**src/rtl/mem_arbiter_pkg.sv**
```systemverilog
// Shared types and constants for the unified-memory arbiter.
// State and grant encodings are fixed so external checkers can decode them.
package mem_arbiter_pkg;

    typedef enum logic [1:0] {
        IDLE   = 2'd0,
        ACCESS = 2'd1,
        WAIT   = 2'd2,
        RESP   = 2'd3
    } arb_state_e;

    localparam logic GNT_I = 1'b0;
    localparam logic GNT_D = 1'b1;

    localparam int CNT_W = 4;

endpackage

```
**src/rtl/mem_arbiter_rr_arb2.sv**
```systemverilog
// Two-input round-robin grant: a lone requester wins, and on a tie the
// requester that was not granted last wins.
module rr_arb2
    import mem_arbiter_pkg::*;
(
    input  logic i_req,
    input  logic d_req,
    input  logic last_grant,
    output logic grant_valid,
    output logic grant_id
);

    always_comb begin
        grant_valid = i_req | d_req;
        if (i_req && d_req) begin
            grant_id = (last_grant == GNT_I) ? GNT_D : GNT_I;
        end else if (d_req) begin
            grant_id = GNT_D;
        end else begin
            grant_id = GNT_I;
        end
    end

endmodule

```
**src/rtl/mem_arbiter.sv**
```systemverilog
// Shares one fixed-latency single-port memory between the fetch and data ports.
// Handshake: req is held until its one-cycle ack; requests are only sampled in IDLE.
module mem_arbiter
    import mem_arbiter_pkg::*;
#(
    parameter int ADDR_WIDTH  = 32,
    parameter int DATA_WIDTH  = 32,
    parameter int MEM_LATENCY = 1
) (
    input  logic                  clk_i,
    input  logic                  rst_i,
    input  logic                  i_req_i,
    input  logic [ADDR_WIDTH-1:0] i_addr_i,
    output logic                  i_ack_o,
    output logic [DATA_WIDTH-1:0] i_data_o,
    input  logic                  d_req_i,
    input  logic [ADDR_WIDTH-1:0] d_addr_i,
    input  logic                  d_we_i,
    input  logic [DATA_WIDTH-1:0] d_data_i,
    output logic                  d_ack_o,
    output logic [DATA_WIDTH-1:0] d_data_o,
    output logic                  m_en_o,
    output logic                  m_we_o,
    output logic [ADDR_WIDTH-1:0] m_addr_o,
    output logic [DATA_WIDTH-1:0] m_data_o,
    input  logic [DATA_WIDTH-1:0] m_data_i,
    output logic                  busy_o
);

    localparam logic [CNT_W-1:0] LAT_M1 = CNT_W'(MEM_LATENCY - 1);

    arb_state_e            state_q, state_d;
    logic [CNT_W-1:0]      cnt_q;
    logic                  last_q;
    logic                  gnt_q;
    logic                  we_q;
    logic [ADDR_WIDTH-1:0] addr_q;
    logic [DATA_WIDTH-1:0] wdata_q;
    logic [DATA_WIDTH-1:0] i_data_q;
    logic [DATA_WIDTH-1:0] d_data_q;
    logic                  grant_valid;
    logic                  grant_id;

    rr_arb2 u_rr_arb2 (
        .i_req       (i_req_i),
        .d_req       (d_req_i),
        .last_grant  (last_q),
        .grant_valid (grant_valid),
        .grant_id    (grant_id)
    );

    always_ff @(posedge clk_i) begin
        if (rst_i) begin
            state_q <= IDLE;
        end else begin
            state_q <= state_d;
        end
    end

    always_comb begin
        state_d = state_q;
        m_en_o  = 1'b0;
        i_ack_o = 1'b0;
        d_ack_o = 1'b0;
        case (state_q)
            IDLE: begin
                if (grant_valid) begin
                    state_d = ACCESS;
                end
            end
            ACCESS: begin
                m_en_o  = 1'b1;
                state_d = WAIT;
            end
            WAIT: begin
                if (cnt_q == '0) begin
                    state_d = RESP;
                end
            end
            RESP: begin
                i_ack_o = (gnt_q == GNT_I);
                d_ack_o = (gnt_q == GNT_D);
                state_d = IDLE;
            end
            default: state_d = IDLE;
        endcase
    end

    // Hold registers are the only source for the memory side once granted.
    always_ff @(posedge clk_i) begin
        if (rst_i) begin
            cnt_q    <= '0;
            last_q   <= GNT_I;
            gnt_q    <= GNT_I;
            we_q     <= 1'b0;
            addr_q   <= '0;
            wdata_q  <= '0;
            i_data_q <= '0;
            d_data_q <= '0;
        end else begin
            if (state_q == IDLE && grant_valid) begin
                gnt_q   <= grant_id;
                last_q  <= grant_id;
                addr_q  <= (grant_id == GNT_D) ? d_addr_i : i_addr_i;
                we_q    <= (grant_id == GNT_D) & d_we_i;
                wdata_q <= (grant_id == GNT_D) ? d_data_i : '0;
            end
            if (state_q == ACCESS) begin
                cnt_q <= LAT_M1;
            end else if (state_q == WAIT && cnt_q != '0) begin
                cnt_q <= cnt_q - 1'b1;
            end
            if (state_q == WAIT && cnt_q == '0 && !we_q) begin
                if (gnt_q == GNT_D) begin
                    d_data_q <= m_data_i;
                end else begin
                    i_data_q <= m_data_i;
                end
            end
        end
    end

    assign m_we_o   = m_en_o & we_q;
    assign m_addr_o = addr_q;
    assign m_data_o = wdata_q;
    assign i_data_o = i_data_q;
    assign d_data_o = d_data_q;
    assign busy_o   = (state_q != IDLE);

endmodule

```
**config.mk**
```make
export PLATFORM = sky130hd
export DESIGN_NAME = mem_arbiter
export DESIGN_NICKNAME = d
export VERILOG_FILES = /design/src/rtl/mem_arbiter_pkg.sv /design/src/rtl/mem_arbiter_rr_arb2.sv /design/src/rtl/mem_arbiter.sv
export SDC_FILE = /design/constraint.sdc
export NUM_CORES = 1
export LEC_CHECK = 0
export ABC_AREA = 1
export BUFFER_PORTS_ARGS = -buffer_cell sky130_fd_sc_hd__buf_4
export CELL_PAD_IN_SITES_DETAIL_PLACEMENT = 1
export CELL_PAD_IN_SITES_GLOBAL_PLACEMENT = 2
export CORE_MARGIN = 2
export CORE_UTILIZATION = 26
export CTS_BUF_LIST = sky130_fd_sc_hd__clkbuf_8 sky130_fd_sc_hd__clkbuf_16
export CTS_CLUSTER_DIAMETER = 120
export DETAILED_ROUTE_END_ITERATION = 8
export MAX_ROUTING_LAYER = met4
export PLACE_DENSITY_LB_ADDON = 0.15
export SLEW_MARGIN = 5
export SYNTH_ARGS = -nofsm -noshare
export SYNTH_HDL_FRONTEND = slang
export SYNTH_SLANG_ARGS = --single-unit
```
**constraint.sdc**
```tcl
create_clock -name clk_i -period 3.2 [get_ports clk_i]
set_input_delay 0.16 -clock clk_i [delete_from_list [all_inputs] [get_ports clk_i]]
set_output_delay 0.16 -clock clk_i [all_outputs]
set_load 0.01 [all_outputs]
```
# After elaboration in Yosys (flattened, before gate mapping)

Cells that the tools add are included.

Output and inout port bits: 133
Flip-flop bits (word level): 136
Word-level logic and storage cells: 43
Bits of input ports: 133

Reductions and logical operators: 14
Equality and inequality tests: 5
$add $sub $neg: 1
Bitwise gates (word level): 4
Muxes and demuxes: 11

Operators by type and width:

| operator                                            | number |
|---|---|
| 2-to-1 mux 32 bit                                   | 2 |
| case mux 2 bit (4 select lines)                     | 1 |
| 2-to-1 mux 1 bit                                    | 6 |
| AND reduction 2 bit                                 | 3 |
| logical AND 1 bit                                   | 5 |
| equality test 2 bit, second input constant          | 2 |
| zero test 4 bit                                     | 1 |
| 2-to-1 mux 2 bit                                    | 2 |
| nonzero test 4 bit                                  | 1 |
| subtractor 4 x 1 -> 4 bit, second input constant    | 1 |
| AND 1 bit                                           | 2 |
| equality test 2 x 1 -> 1 bit, second input constant | 1 |
| zero test 2 bit                                     | 1 |
| != test 2 x 1 -> 1 bit, second input constant       | 1 |
| != test 2 bit, second input constant                | 1 |
| nonzero test 2 bit                                  | 1 |
| OR reduction 2 bit                                  | 1 |
| zero test 1 bit                                     | 1 |
| inverter 1 bit                                      | 1 |
| OR 1 bit                                            | 1 |

# Depth between registers and ports, before layout

Depth in word-level cells: 4
Depth in mapped cells: 9
Mapped depth without buffers: 8

# By module

A second synthesis with hierarchy kept.

Cells, all modules: 941
Area, all modules: 6,341.1 sq um

By module, submodules not included:

| module      | sequential area each (sq um) | area an instance (sq um) | cells each | times used |
|---|---|---|---|---|
| mem_arbiter | 2,722.6                      | 6,326.1                  | 938        | 1 |
| rr_arb2     | 0.0                          | 15.0                     | 3          | 1 |

# Worst setup path before layout

Ideal clock, no wire load.

Kind: reg-to-reg
Start: register state_q[0]
End: register d_data_q[10], in the netlist d_data_o[10]
Required time: 3,090 ps
Buffers on the path: 2
Setup slack: 1,761 ps
Clock period less this slack: 1,439 ps
Data arrival time: 1,329 ps
Cell stages (with the launch flop): 10
Setup time: 110 ps
Cell sequence: dfxtp_1 -> inv_1 -> ha_1 -> inv_2 -> nor2_4 -> buf_6 -> buf_2 -> nand4_1 -> nand2_1 -> nor2_1

Longest elaborated chain between the ends: 4

Ends and longest elaborated chain:

| what                                 | RTL line           | source |
|---|---|---|
| start, declared                      | mem_arbiter.sv:32  | `arb_state_e state_q, state_d;` |
| start signal, assigned               | mem_arbiter.sv:56  | `state_q <= state_d;` |
| equality test 2 bit                  | mem_arbiter.sv:113 | `if (state_q == WAIT && cnt_q == '0 && !we_q) begin` |
| logical AND 1 bit (2 in a row)       | mem_arbiter.sv:113 |  |
| AND reduction 2 bit (no source line) | --                 |  |
| end signal, assigned                 | mem_arbiter.sv:115 | `d_data_q <= m_data_i;` |
| end, declared                        | mem_arbiter.sv:40  | `logic [DATA_WIDTH-1:0] d_data_q;` |

Every way passes these cells.
A chain may end at the register's enable or synchronous reset.

# Worst setup path after layout

Start: register state_q[0]
End: register d_data_q[31], in the netlist d_data_o[31]

Same word-level chain as after synthesis.

==> results.md <==
Min path:
- The classification of the worst-slack hold path is input port to register.

Layout:
- The fill cell instance count of the final layout is 3147.
- Once layout is complete, the cells apart from fillers number 1609.
- The share of cells above drive strength 1 is 25.1%.
- The area growth from synthesis to layout is 47.4%.
- The number of antenna repair diodes is 0.
- The final-stage net count is 1411.

Flow run:
- The count of max-cap constraint violations is 0.

Routing:
- The via total after detailed routing is 6839.
- The count of routing violations after the opening detailed-route iteration is 243.
- Dividing the detail-routed via count by the number of cells gives 4.25.
- The wire length reported by the detailed router is 22100 um.
- The number of nets with antenna violations after detailed routing is 0.
- The mean routed wirelength per cell is 13.8 um.
- The first-pass detailed-route iteration total is 4.
- The number of design rule violations left after detail routing is 0.

Power:
- The combinational group share of total power is 35.7%.
- For this design the static power due to leakage is 4.98 nW.
- Cell internal power was estimated by the tool at 4.26 mW.
- Of the total power, the share spent switching nets is 36.6%.
- The power per unit of standard cell area is 704 mW/mm2.
- The worst-case vdd ir drop is 296 uV.
- Per report_power, the sequential group accounts for 34.0% of the total.
- The fraction of power consumed by the clock network is 30.3%.
- The analysis attributes to net switching a power of 2.46 mW.

Worst setup path:
- The worst setup path is launched from a register.
- Walking the worst path, the cells encountered are inv_1 > ha_1 > inv_2 > nor2_4 > nand3_2 > buf_4 > nand2_1 > inv_1 > nor2_1.
- In this run the worst path has a maximum fanout of 18.
- On the worst path, the slowest cell contributes a delay of 0.38 ns.
- The cell at the slowest stage of the critical path is sky130_fd_sc_hd__nand3_2.
- The endpoint required time on the critical path is 3.56 ns.
- The most numerous cell type found on the critical path is sky130_fd_sc_hd__inv_1.
- Data arrives at the worst endpoint at 2.54 ns.
- The kind of end point of the critical path is a register.
- The critical setup path kind is register to register.
- The setup slack of the most critical reg-to-reg path is 1.02 ns.

GRT:
- The final global-route overflow total is 0.
- The global-route track usage on met1 is 20.7%.
- The number of antenna violations at the first check in global routing is 0.
- The number of global-route vias before repair was 7022.
- Global routing consumed, over all layers together, 17.7% of the routing resources.
- For met2 alone, demand over resource in global routing was 28.7%.
- The busiest layer in global routing is met2.
- The fraction of met3 tracks used by global routing is 6.51%.
- The first-pass GRT wire length is 35900 um.
- The largest net degree at the start of global routing is 65.

Logic synthesis:
- By count the netlist is led by sky130_fd_sc_hd__nand2_1, sky130_fd_sc_hd__inv_1, sky130_fd_sc_hd__nor2_1.
- Counting flops with an async set or reset pin after synthesis yields a share of 0%.
- The most used flip-flop cell after synthesis is sky130_fd_sc_hd__dfxtp_1.
- sky130_fd_sc_hd__dfxtp_1 takes more of the synthesized area than any other cell.
- Among all cell types in the netlist, the one instantiated most often is sky130_fd_sc_hd__nand2_1.
- The synthesized design contains 136 register bits.
- For this run, the number of Yosys warnings is 0.
- The top-area cell type share of the netlist area is 42.1%.
- The netlist uses 22 different library cells.
- Synthesis produced a netlist with a net count of 1142.
- By area the synthesized netlist is led by sky130_fd_sc_hd__dfxtp_1, sky130_fd_sc_hd__nand2_1, sky130_fd_sc_hd__inv_1, sky130_fd_sc_hd__nor2_1, sky130_fd_sc_hd__nand4_1.
- The summed instance area of the synthesized netlist is 0.00647 mm2.
- Synthesis produced a netlist whose cell count is 1003.
- The part of the Yosys area used for sequential elements is 42.1%.
- The mean post-synth cell area is 6.45 um2.
- In this run, synthesis inferred 0 flip-flops with an integrated enable.

Floorplan:
- In this run the horizontal extent of the chip is 162 um.
- The region available for standard cell placement spans 0.0244 mm2.
- The die area is 0.0262 mm2.
- In this run the vertical extent of the chip is 162 um.
- The effective utilization at floorplan is 26.5%.
- In this run the count of I/O pins placed on the die edge is 266.
- The cell row count is 57.

CTS:
- In this run the deepest clock path goes through 2 buffers.
- TritonCTS built the clock tree.
- The number of buffers added by the clock tree synthesis step is 17.
- The insertion delay of the later-clocked pin in the worst-skew pair is 0.43 ns.
- Clock-pin slew was measured on the worst setup and hold paths at 0.07 ns.
- The cell sitting at the root of the clock tree is a sky130_fd_sc_hd__clkbuf_16.
- The number of sinks on the clock net is 136.
- The H-tree depth is 4.
- After clock tree synthesis, the repair step resized 0 gates.

Timing:
- The max-slew headroom at the worst pin is 37.2%.
- The number of pins with negative max-slew slack in the final report is 0.
- The final cycle utilization of the critical path is 68.0%.
- Setup repair after global routing left no endpoint under its margin.
- Static timing analysis puts the maximum clock frequency at 0.459 GHz.
- The final count of negative-setup-slack endpoints is 0.
- The transition at the pin with the smallest max-transition slack is 0.939 ns.
- The maximum clock skew at final layout is 0.0104 ns.
- After routing, the total negative slack on setup checks comes to 0 ns.
- The clock period minus final worst setup slack is 2.18 ns.
- The number of hold violations in the final report is 0.

Status:
- The run finished with clean final reports.

Placed design:
- The half-perimeter wire length after detailed placement is 15600 um.
- During placement, the flow inserted port buffers numbering 265.
- The routability congestion estimate from global placement is 0.728.
- The number of placed instances, taps included is 1544.
## power by group through the flow
stage / combinational [mW] / sequential [mW] / clock [mW]
floorplan: 1.27 / 2.43 / 0
global placement: 2.39 / 2.31 / 0
detailed placement: 2.42 / 2.32 / 0
CTS: 2.46 / 2.29 / 2.10
global route: 2.74 / 2.33 / 2.19
finish: 2.40 / 2.28 / 2.04
## metal layers
metal | part of all wire [%] | up-vias
li1 | - | 3516
met1 | 43 | 3141
met2 | 48 | 163
met3 | 7.8 | 19
met4 | 1.2 | 0
met5 | 0 | -
## final timing paths
check	start	end	cells after the start
setup / recovery	state_q[0]$_SDFFE_PP0P_	d_data_o[31]$_SDFFE_PP0P_	9
hold / removal	i_addr_i[24]	m_addr_o[24]$_SDFFE_PP0P_	5
setup reg to reg	state_q[0]$_SDFFE_PP0P_	d_data_o[31]$_SDFFE_PP0P_	9
hold reg to reg	m_data_o[18]$_SDFFE_PP0P_	m_data_o[18]$_SDFFE_PP0P_	2
## placed cells by master (no fill, tap or decap), drive strengths merged
master / netlist / routed
nand3b: 1 / 1
nand2: 275 / 275
clkinvlp: 0 / 4
o21ai: 34 / 34
a21oi: 36 / 36
dlygate4sd3: 0 / 33
buf: 45 / 277
nor2: 179 / 179
nand4: 66 / 66
ha: 6 / 6
clkinv: 1 / 3
inv: 205 / 211
bufinv: 0 / 2
nand3: 3 / 3
dfxtp: 136 / 136
a31oi: 1 / 1
clkbuf: 15 / 18
## sequential cells by signal, summed over array words and instances, names as in the netlist
name,count
we_q,1
cnt_q,4
gnt_q,1
m_addr_o,32
d_data_o,32
state_q,2
m_data_o,32
i_data_o,32
## timing repair
item                       4_1_cts  5_1_grt
buffers inserted                 0        0
hold endpoints to repair        33        0
hold buffers                    33        0
setup endpoints to repair        0        0
## area by class of cell
type	instances	area (um2)	share of cell area, %
clock buffers	18	439	4.60
clock inverters	14	163	1.71
inverters	206	773	8.11
multi-input cells	601	2610	27.4
flip-flops and latches	136	2720	28.6
well taps	324	405	4.25
repair buffers	310	2420	25.4
## stage by stage
| stage | power, mW | cell area [um2] | utilization (%) | worst slack, ns | hold slack, ns |
|---|---|---|---|---|---|
| final | 6.72 | 9540 | 39.1 | 1.02 | 0.0534 |
| after detailed placement | 4.73 | 8610 | 35.3 | 0.996 | 0.420 |
| after floorplan | 3.70 | 6470 | - | 1.76 | 0.303 |
| after CTS | 6.85 | 9540 | 39.1 | 0.987 | 0.0395 |
| after global routing | 7.26 | 9540 | 39.1 | 0.785 | 0.0594 |
| after global placement | 4.70 | 8610 | 35.3 | 1.06 | 0.413 |
## logic make-up after synthesis
logic type	Yosys count	share of synthesized area, %
buffers and inverters	266	17.7
AO/OA/AOI/OAI	71	5.68
adder cells (fa/ha/maj)	6	1.16
AND/OR/NAND/NOR	524	33.4
flip-flops	136	42.1
## worst max-delay path: cells and delay by family (launching register included)
kind | cells | cell delay [ns]
AND/OR/NAND/NOR | 4 | 0.90
buffers and inverters | 4 | 0.58
flip-flops | 1 | 0.33
adder cells (fa/ha/maj) | 1 | 0.29
Power figures use the tool's default switching activity.
